`src/rtl/pipeline_mem_arbiter.sv`:
```
// pipeline_mem_arbiter
//   Shares one single-port unified memory between the IF stage (fetch) and the
//   MEM stage (load/store). Each access runs as a req/ack handshake. The MEM
//   stage wins arbitration unless fetch has been passed over STARVE_LIMIT
//   times in a row. A stuck memory is abandoned after TIMEOUT_CYC wait cycles,
//   and the access is then acked with an error.
//
// Ports
//   clk, reset          clock (rising edge), asynchronous active-low reset
//   flush               redirect: kills the pending or in-flight fetch ack
//   if_req/if_addr      fetch request (held until if_ack)
//   if_rdata/if_ack/if_err   fetch response (one-cycle ack pulse)
//   dm_req/dm_we/dm_addr/dm_wdata   load/store request (held until dm_ack)
//   dm_rdata/dm_ack/dm_err          load/store response (one-cycle ack pulse)
//   mem_req/mem_we/mem_addr/mem_wdata   memory strobe, held until mem_ready
//   mem_rdata/mem_ready             memory response
//   stall_if, stall_mem             pipeline freeze requests
//
// state      | meaning
// -----------+-------------------------------------------------------------
// ST_IDLE    | no access in flight; arbitrate between dm_req and if_req
// ST_BUSY_DM | data access on the memory bus, waiting for mem_ready
// ST_BUSY_IF | fetch on the memory bus, waiting for mem_ready
module pipeline_mem_arbiter #(
    parameter int ADDR_W       = 64,
    parameter int DATA_W       = 64,
    parameter int STARVE_LIMIT = 4,
    parameter int TIMEOUT_CYC  = 255
) (
    input  logic              clk,
    input  logic              reset,
    input  logic              flush,
    input  logic              if_req,
    input  logic [ADDR_W-1:0] if_addr,
    output logic [31:0]       if_rdata,
    output logic              if_ack,
    output logic              if_err,
    input  logic              dm_req,
    input  logic              dm_we,
    input  logic [ADDR_W-1:0] dm_addr,
    input  logic [DATA_W-1:0] dm_wdata,
    output logic [DATA_W-1:0] dm_rdata,
    output logic              dm_ack,
    output logic              dm_err,
    output logic              mem_req,
    output logic              mem_we,
    output logic [ADDR_W-1:0] mem_addr,
    output logic [DATA_W-1:0] mem_wdata,
    input  logic [DATA_W-1:0] mem_rdata,
    input  logic              mem_ready,
    output logic              stall_if,
    output logic              stall_mem
);

    localparam int SW     = $clog2(STARVE_LIMIT + 1);
    localparam int WAIT_W = $clog2(TIMEOUT_CYC + 1);

    typedef enum logic [1:0] {
        ST_IDLE    = 2'd0,
        ST_BUSY_DM = 2'd1,
        ST_BUSY_IF = 2'd2
    } state_t;

    state_t              state_q, state_d;
    logic                mem_req_q, mem_req_d;
    logic                mem_we_q, mem_we_d;
    logic [ADDR_W-1:0]   mem_addr_q, mem_addr_d;
    logic [DATA_W-1:0]   mem_wdata_q, mem_wdata_d;
    logic [31:0]         if_rdata_q, if_rdata_d;
    logic                if_ack_q, if_ack_d;
    logic                if_err_q, if_err_d;
    logic [DATA_W-1:0]   dm_rdata_q, dm_rdata_d;
    logic                dm_ack_q, dm_ack_d;
    logic                dm_err_q, dm_err_d;
    logic [SW-1:0]       starve_q, starve_d;
    logic [WAIT_W-1:0]   wait_q, wait_d;
    logic                flush_seen_q, flush_seen_d;

    logic force_if;
    logic timed_out;
    logic if_drop;

    // Fetch has waited through STARVE_LIMIT data grants: it must go next.
    assign force_if  = if_req && (starve_q == SW'(STARVE_LIMIT));
    assign timed_out = (wait_q == WAIT_W'(TIMEOUT_CYC));
    // A flush in the completing cycle counts as well as an earlier one.
    assign if_drop   = flush_seen_q | flush;

    always_ff @(posedge clk or negedge reset) begin
        if (!reset) begin
            state_q      <= ST_IDLE;
            mem_req_q    <= 1'b0;
            mem_we_q     <= 1'b0;
            mem_addr_q   <= '0;
            mem_wdata_q  <= '0;
            if_rdata_q   <= '0;
            if_ack_q     <= 1'b0;
            if_err_q     <= 1'b0;
            dm_rdata_q   <= '0;
            dm_ack_q     <= 1'b0;
            dm_err_q     <= 1'b0;
            starve_q     <= '0;
            wait_q       <= '0;
            flush_seen_q <= 1'b0;
        end else begin
            state_q      <= state_d;
            mem_req_q    <= mem_req_d;
            mem_we_q     <= mem_we_d;
            mem_addr_q   <= mem_addr_d;
            mem_wdata_q  <= mem_wdata_d;
            if_rdata_q   <= if_rdata_d;
            if_ack_q     <= if_ack_d;
            if_err_q     <= if_err_d;
            dm_rdata_q   <= dm_rdata_d;
            dm_ack_q     <= dm_ack_d;
            dm_err_q     <= dm_err_d;
            starve_q     <= starve_d;
            wait_q       <= wait_d;
            flush_seen_q <= flush_seen_d;
        end
    end

    always_comb begin
        state_d      = state_q;
        mem_req_d    = mem_req_q;
        mem_we_d     = mem_we_q;
        mem_addr_d   = mem_addr_q;
        mem_wdata_d  = mem_wdata_q;
        if_rdata_d   = if_rdata_q;
        if_ack_d     = 1'b0;
        if_err_d     = 1'b0;
        dm_rdata_d   = dm_rdata_q;
        dm_ack_d     = 1'b0;
        dm_err_d     = 1'b0;
        starve_d     = starve_q;
        wait_d       = wait_q;
        flush_seen_d = flush_seen_q;

        case (state_q)
            ST_IDLE: begin
                if (dm_req && !force_if) begin
                    state_d     = ST_BUSY_DM;
                    mem_req_d   = 1'b1;
                    mem_we_d    = dm_we;
                    mem_addr_d  = dm_addr;
                    mem_wdata_d = dm_wdata;
                    wait_d      = '0;
                    if (if_req && (starve_q != SW'(STARVE_LIMIT))) begin
                        starve_d = starve_q + SW'(1);
                    end
                end else if (if_req && !flush) begin
                    state_d      = ST_BUSY_IF;
                    mem_req_d    = 1'b1;
                    mem_we_d     = 1'b0;
                    mem_addr_d   = if_addr;
                    mem_wdata_d  = '0;
                    wait_d       = '0;
                    starve_d     = '0;
                    flush_seen_d = 1'b0;
                end
            end

            ST_BUSY_DM: begin
                if (mem_ready) begin
                    state_d   = ST_IDLE;
                    mem_req_d = 1'b0;
                    mem_we_d  = 1'b0;
                    dm_ack_d  = 1'b1;
                    // A store leaves the last load result visible.
                    if (!mem_we_q) begin
                        dm_rdata_d = mem_rdata;
                    end
                end else if (timed_out) begin
                    state_d    = ST_IDLE;
                    mem_req_d  = 1'b0;
                    mem_we_d   = 1'b0;
                    dm_ack_d   = 1'b1;
                    dm_err_d   = 1'b1;
                    dm_rdata_d = '0;
                end else begin
                    wait_d = wait_q + WAIT_W'(1);
                end
            end

            ST_BUSY_IF: begin
                flush_seen_d = flush_seen_q | flush;
                if (mem_ready) begin
                    state_d   = ST_IDLE;
                    mem_req_d = 1'b0;
                    if (!if_drop) begin
                        if_ack_d   = 1'b1;
                        if_rdata_d = mem_rdata[31:0];
                    end
                end else if (timed_out) begin
                    state_d   = ST_IDLE;
                    mem_req_d = 1'b0;
                    if (!if_drop) begin
                        if_ack_d   = 1'b1;
                        if_err_d   = 1'b1;
                        if_rdata_d = '0;
                    end
                end else begin
                    wait_d = wait_q + WAIT_W'(1);
                end
            end

            default: begin
                state_d   = ST_IDLE;
                mem_req_d = 1'b0;
                mem_we_d  = 1'b0;
            end
        endcase
    end

    assign mem_req   = mem_req_q;
    assign mem_we    = mem_we_q;
    assign mem_addr  = mem_addr_q;
    assign mem_wdata = mem_wdata_q;
    assign if_rdata  = if_rdata_q;
    assign if_ack    = if_ack_q;
    assign if_err    = if_err_q;
    assign dm_rdata  = dm_rdata_q;
    assign dm_ack    = dm_ack_q;
    assign dm_err    = dm_err_q;
    assign stall_if  = if_req & ~if_ack_q;
    assign stall_mem = dm_req & ~dm_ack_q;

endmodule

```
`config.mk`:
```
export PLATFORM = sky130hd
export DESIGN_NAME = pipeline_mem_arbiter
export DESIGN_NICKNAME = d
export VERILOG_FILES = /design/src/rtl/pipeline_mem_arbiter.sv
export SDC_FILE = /design/constraint.sdc
export NUM_CORES = 1
export LEC_CHECK = 0
export ABC_AREA = 1
export BUFFER_PORTS_ARGS = -buffer_cell sky130_fd_sc_hd__buf_2
export CORE_ASPECT_RATIO = 0.9
export CORE_MARGIN = 3
export CORE_UTILIZATION = 30
export DETAILED_ROUTE_END_ITERATION = 8
export GPL_ROUTABILITY_DRIVEN = 1
export SLEW_MARGIN = 15
export SYNTH_ARGS = -nofsm -noshare
export SYNTH_HDL_FRONTEND = slang
export SYNTH_SLANG_ARGS = --single-unit
```
`constraint.sdc`:
```
create_clock -name clk -period 1.67 [get_ports clk]
set_clock_uncertainty 0.1 [all_clocks]
set_input_delay 0.0835 -clock clk [delete_from_list [all_inputs] [get_ports clk]]
set_output_delay 0.0835 -clock clk [all_outputs]
set_load 0.01 [all_outputs]
```
Word-level counts from Yosys, hierarchy flattened
Cells that the tools add are included.

Bits in registers: 244. Latch bits: 0. RAM bits: 0. Bits in read-only memories: 0. Output and inout port bits: 232. Word-level logic and storage cells: 102. Memories: 0.

Add/subtract/negate cells: 2. Multipliers: 0. Div/mod/pow operators: 0. Order comparisons: 0. Equality and inequality tests: 14. Shift-type cells: 0. Muxes and demuxes: 45. Bitwise operators: 7. Reductions and logical operators: 20.

Operators with widths (count): two-way mux 64 bit (7); two-way mux 32 bit (4); two-way mux 8 bit (4); two-way mux 1 bit (18); case mux 8 bit (2 select lines) (1); AND reduction 3 bit (5); != test 2 bit (second input constant) (5); two-way mux 3 bit (3); != test 3 bit (second input constant) (3); adder 8 x 1 -> 8 bit (second input constant) (1); == test 8 bit (second input constant) (1); two-way mux 2 bit (4); nonzero test 2 bit (4); logical AND 1 bit (4); NOT 1 bit (4); case mux 1 bit (2 select lines) (2); case mux 2 bit (2 select lines) (1); AND reduction 2 bit (2); AND reduction 4 bit (1); adder 3 x 1 -> 3 bit (second input constant) (1); == test 3 bit (second input constant) (1); != test 3 x 1 -> 1 bit (second input constant) (1); case mux 1 bit (3 select lines) (1); AND 1 bit (2); other kinds (7) (8).

Longest topological paths before layout
Depth in word-level cells: 6. Depth in mapped cells: 11.

Least setup slack after synthesis
Ideal clock, no wire load.

Path type: register -> register. From: register state_q[0]. To: register mem_wdata_q[20], in the netlist mem_wdata[20]. Library setup time: 0.066 ns. Arrival time: 1.470 ns. Required time: 1.504 ns. Path slack: 0.034 ns. Cell stages (with the launch flop): 9. Clock period less this slack: 1.636 ns. Cells stage by stage: dfrtp_1 > inv_1 > ha_1 > clkbuf_1 > nand2_1 > clkbuf_1 > buf_2 > nand3_1 > nand2_1.

Word-level cells in the longest chain between the ends: 2.

RTL lines: from (decl) (line 64) `state_t state_q, state_d;`; from (signal assigned) (line 106) `state_q <= state_d;`; zero test 2 bit (line 139) `case (state_q)`; AND reduction 2 bit (no line); to (signal assigned) (line 110) `mem_wdata_q <= mem_wdata_d;`; to (decl) (line 68) `logic [DATA_W-1:0] mem_wdata_q, mem_wdata_d;`.

No other way between the ends. A chain may end at the register's enable or synchronous reset.

Final worst setup path
From: register wait_q[0]. To: register dm_rdata_q[14], in the netlist dm_rdata[14].

Word-level cells in the longest chain between the ends: 3.

RTL lines: from (decl) (line 76) `logic [WAIT_W-1:0] wait_q, wait_d;`; from (signal assigned) (line 118) `wait_q <= wait_d;`; == test 8 bit (line 85) `assign timed_out = (wait_q == WAIT_W'(TIMEOUT_CYC));`; nonzero test 2 bit (no line); AND reduction 3 bit (no line); to (signal assigned) (line 114) `dm_rdata_q <= dm_rdata_d;`; to (decl) (line 72) `logic [DATA_W-1:0] dm_rdata_q, dm_rdata_d;`.

No other way between the ends.

==> flow_summary_export.csv <==
group,metric,value,unit
run,maxCapViolCount,0,
placed_design,globalplace.congestion,0.821,
timing,post-route-period-util,102,%
finish,drive_gt1_share,40.7,%
timing,rsz0062_at_grt,"yes",
power_and_ir_drop,leakage,0.0107,uW
synthesis,synthesis.nets,1585,
status,status,"complete, but fails checks",
setup_path,cp-start-kind,"flop",
finish,area_growth,80.5,%
synthesis,synth_compound_area_share,7.26,%
synthesis,synthSimpleGateAreaFrac,31.7,%
die,core_area,36400,um^2
synthesis,synth_xor_xnor_area_share,0.0785,%
timing,tightest_slew,0.386,ns
detailed_routing,drt-initial-drc-count,1131,
setup_path,rr_worst_depth,10,
power_and_ir_drop,ir_drop,0.000683,V
synthesis,ys.flop_type,"dfrtp_1",
placed_design,dp_hpwl,28100,um
synthesis,synth_cell_types,24,
finish,instances_no_fill,2668,
synthesis,synth.area.top_cells,"dfrtp_1 55%, nand2_1 19%, nand3_1 8.9%, o21ai_2 5.0%, nand2_2 2.4%",
global_route,antenna_found_initial,0,
global_route,grt_pass1_vias,12965,
setup_path,worstReg2RegEnd,"dm_rdata[14]",
setup_path,cp.arrival,2.04,ns
setup_path,worstSetupStartpoint,"wait_q[0]",
clock_tree,cts_tree,"done",
clock_tree,clock-sinks,244,
detailed_routing,dr.pass1.iters,6,
synthesis,synth_top_family_by_area,"simple AND/OR/NAND/NOR gates",
setup_path,cp.required,2.00,ns
power_and_ir_drop,power,32300,uW
worst_hold_path,hold_path.class,"in2reg",
setup_path,reg2reg_from,"wait_q[0]",
finish,final_common_cell,"nand2_1",
die,die_w,209,um
synthesis,avgSynthCellArea,8.48,um^2
setup_path,crit_path_end,"dm_rdata[14]",
synthesis,synth.largest_area_cell,"dfrtp_1",
setup_path,cp_slowest_cell,"dfrtp_1",
setup_path,worstSetupPathType,"reg2reg",
global_route,grt_pass1_wl,69900,um
placed_design,dp_cells,2261,
global_route,grt_usage,21.5,%
finish,final_cell_mix,"498 x nand2_1, 493 x buf_2, 293 x dlygate4sd3_1",
timing,setup_ws,-0.0370,ns
clock_tree,cts_made_buffers,28,
synthesis,ys_warn_count,0,
detailed_routing,drt_wl_total,52000,um
finish,nets,2438,
timing,max-slew-margin-rel,74.3,%
timing,hold_violations,0,
detailed_routing,wl_per_cell,19.5,um
synthesis,synth-edff-count,0,
synthesis,ys_seq_area_share,54.7,%
die,die_area,39500,um^2
status,violations,"negative setup slack",
clock_tree,clock-root-buffer,"clkbuf_16",
detailed_routing,viasPerCell,4.99,
synthesis,syn-cell-area,11200,um^2
clock_tree,clock_latency,0.54,ns
timing,setup_violations,64,
setup_path,path_max_fanout,18,
clock_tree,path_clk_slew,0.06,ns
setup_path,crit_chain,"ha_2 > nand2_2 > nor2_4 > nand2_2 > nand2_4 > nand3_4 > buf_12 > buf_4 > nand2_2 > o21ai_2",
detailed_routing,via_count,13324,
synthesis,synth_fa_ha_area_share,0.673,%
global_route,grt_overflow,0,
timing,holdWs,0.210,ns
power_and_ir_drop,powerDensity,1600,nW/um^2
die,start_util,30.6,%
clock_tree,cts.htree.levels,1,
placed_design,portBuffers,494,
timing,fin_crit,1.71,ns
detailed_routing,drc,0,
clock_tree,clock_path_buffers,3,
synthesis,ys_seq_elements,244,
timing,fmax,586,MHz
timing,slew_viol_final,0,
synthesis,synth_top_area_share,54.7,%
die,rows,66,
global_route,grt_max_degree,67,
synthesis,syn_inst,1316,
die,ioPinCount,495,
setup_path,cpMostUsedCell,"nand2_2",
setup_path,critPathCaptureType,"flop",
synthesis,synthArstFlopShare,100,%
synthesis,muxShareOfSynthArea,0,%
detailed_routing,antenna_left,0,
setup_path,max_stage_delay,0.37,ns
setup_path,reg2reg_slack,-0.04,ns
die,fp.dieH,189,um
[timing repair]
action / 4_1_cts / 5_1_grt
hold endpoints to repair: 484 / 0
pin swaps: 1 / 38
gates cloned: 2 / 41
hold buffers: 293 / 0
setup buffers: 5 / 13
endpoints found under the setup margin: 148 / 229
resized for setup: 20 / 148
[worst max-delay path: cells and delay by family, from the launching register on]
| kind | cells | cell delay, ns |
|---|---|---|
| AO/OA/AOI/OAI | 1 | 0.05 |
| flip-flops | 1 | 0.37 |
| AND/OR/NAND/NOR | 6 | 0.49 |
| adder cells (fa/ha/maj) | 1 | 0.21 |
| buffers and inverters | 2 | 0.35 |
[metal layers]
layer  share of wire [%]  up-vias  GRT usage (%)
li1                    -     5951              -
met1                  38     6296           26.4
met2                  48      862           36.7
met3                 9.2      215           5.33
met4                 5.3        0           8.37
met5                   0        -              0
[flip-flops by register name (all words and copies together), names as in the netlist]
name,flops
if_err,1
flush_seen_q,1
mem_req,1
dm_ack,1
mem_wdata,64
dm_err,1
mem_we,1
dm_rdata,64
state_q,2
if_rdata,32
if_ack,1
mem_addr,64
wait_q,8
starve_q,3
[synth_stat cells, drive strengths merged, types with 5 or more instances]
master	n
dfrtp	244
nand2	616
o21ai	104
buf	64
nand3	200
a21oi	5
clkbuf	29
ha	6
inv	20
nor2	21
[layout make-up]
type / count / area (um^2)
Fill cell: 3003 / 16300
Antenna cell: 1 / 2.50
Sequential cell: 244 / 6110
Inverter: 20 / 75.1
Multi-Input combinational cell: 962 / 5030
Tap cell: 476 / 596
Clock buffer: 35 / 757
Timing Repair Buffer: 913 / 7320
Clock inverter: 17 / 248
[metrics by stage]
stage / setup WS [ns] / cell area [um^2] / util, % / setup TNS, ns
after floorplan: 0.0342 / 11200 / - / 0
after global placement: -0.0798 / 14500 / 39.9 / -0.581
after detailed placement: -0.111 / 14500 / 39.9 / -2.44
after CTS: -0.0166 / 18600 / 51.2 / -0.135
after global routing: -0.113 / 20100 / 55.3 / -9.77
final: -0.0370 / 20100 / 55.3 / -0.886
[kinds of logic after synthesis]
logic type,count (synthesis)
AOI/OAI and AO/OA,112
adders and majority gates,6
DFF,244
buffers and inverters,113
xor gates and xnor gates,1
and+or+nand+nor,840
[power by group]
group,total [uW],switching (uW),internal [uW]
clock,6680,2650,4030
combinational,15500,8580,6950
sequential,10100,1640,8460
total,32300,12900,19400
[how the worst min path moves through the flow]
stage	depth (start not counted)	from	slack [ns]	endpoint
final	4	dm_wdata[62]	0.21	mem_wdata[62]
after global routing	4	dm_wdata[36]	0.21	mem_wdata[36]
after CTS	4	dm_wdata[29]	0.17	mem_wdata[29]
after detailed placement	1	reset	-0.09	if_rdata[4]
after global placement	1	reset	-0.09	dm_rdata[4]
after floorplan	0	reset	-0.31	dm_ack
Note: power is estimated with default switching activity, not from simulation.
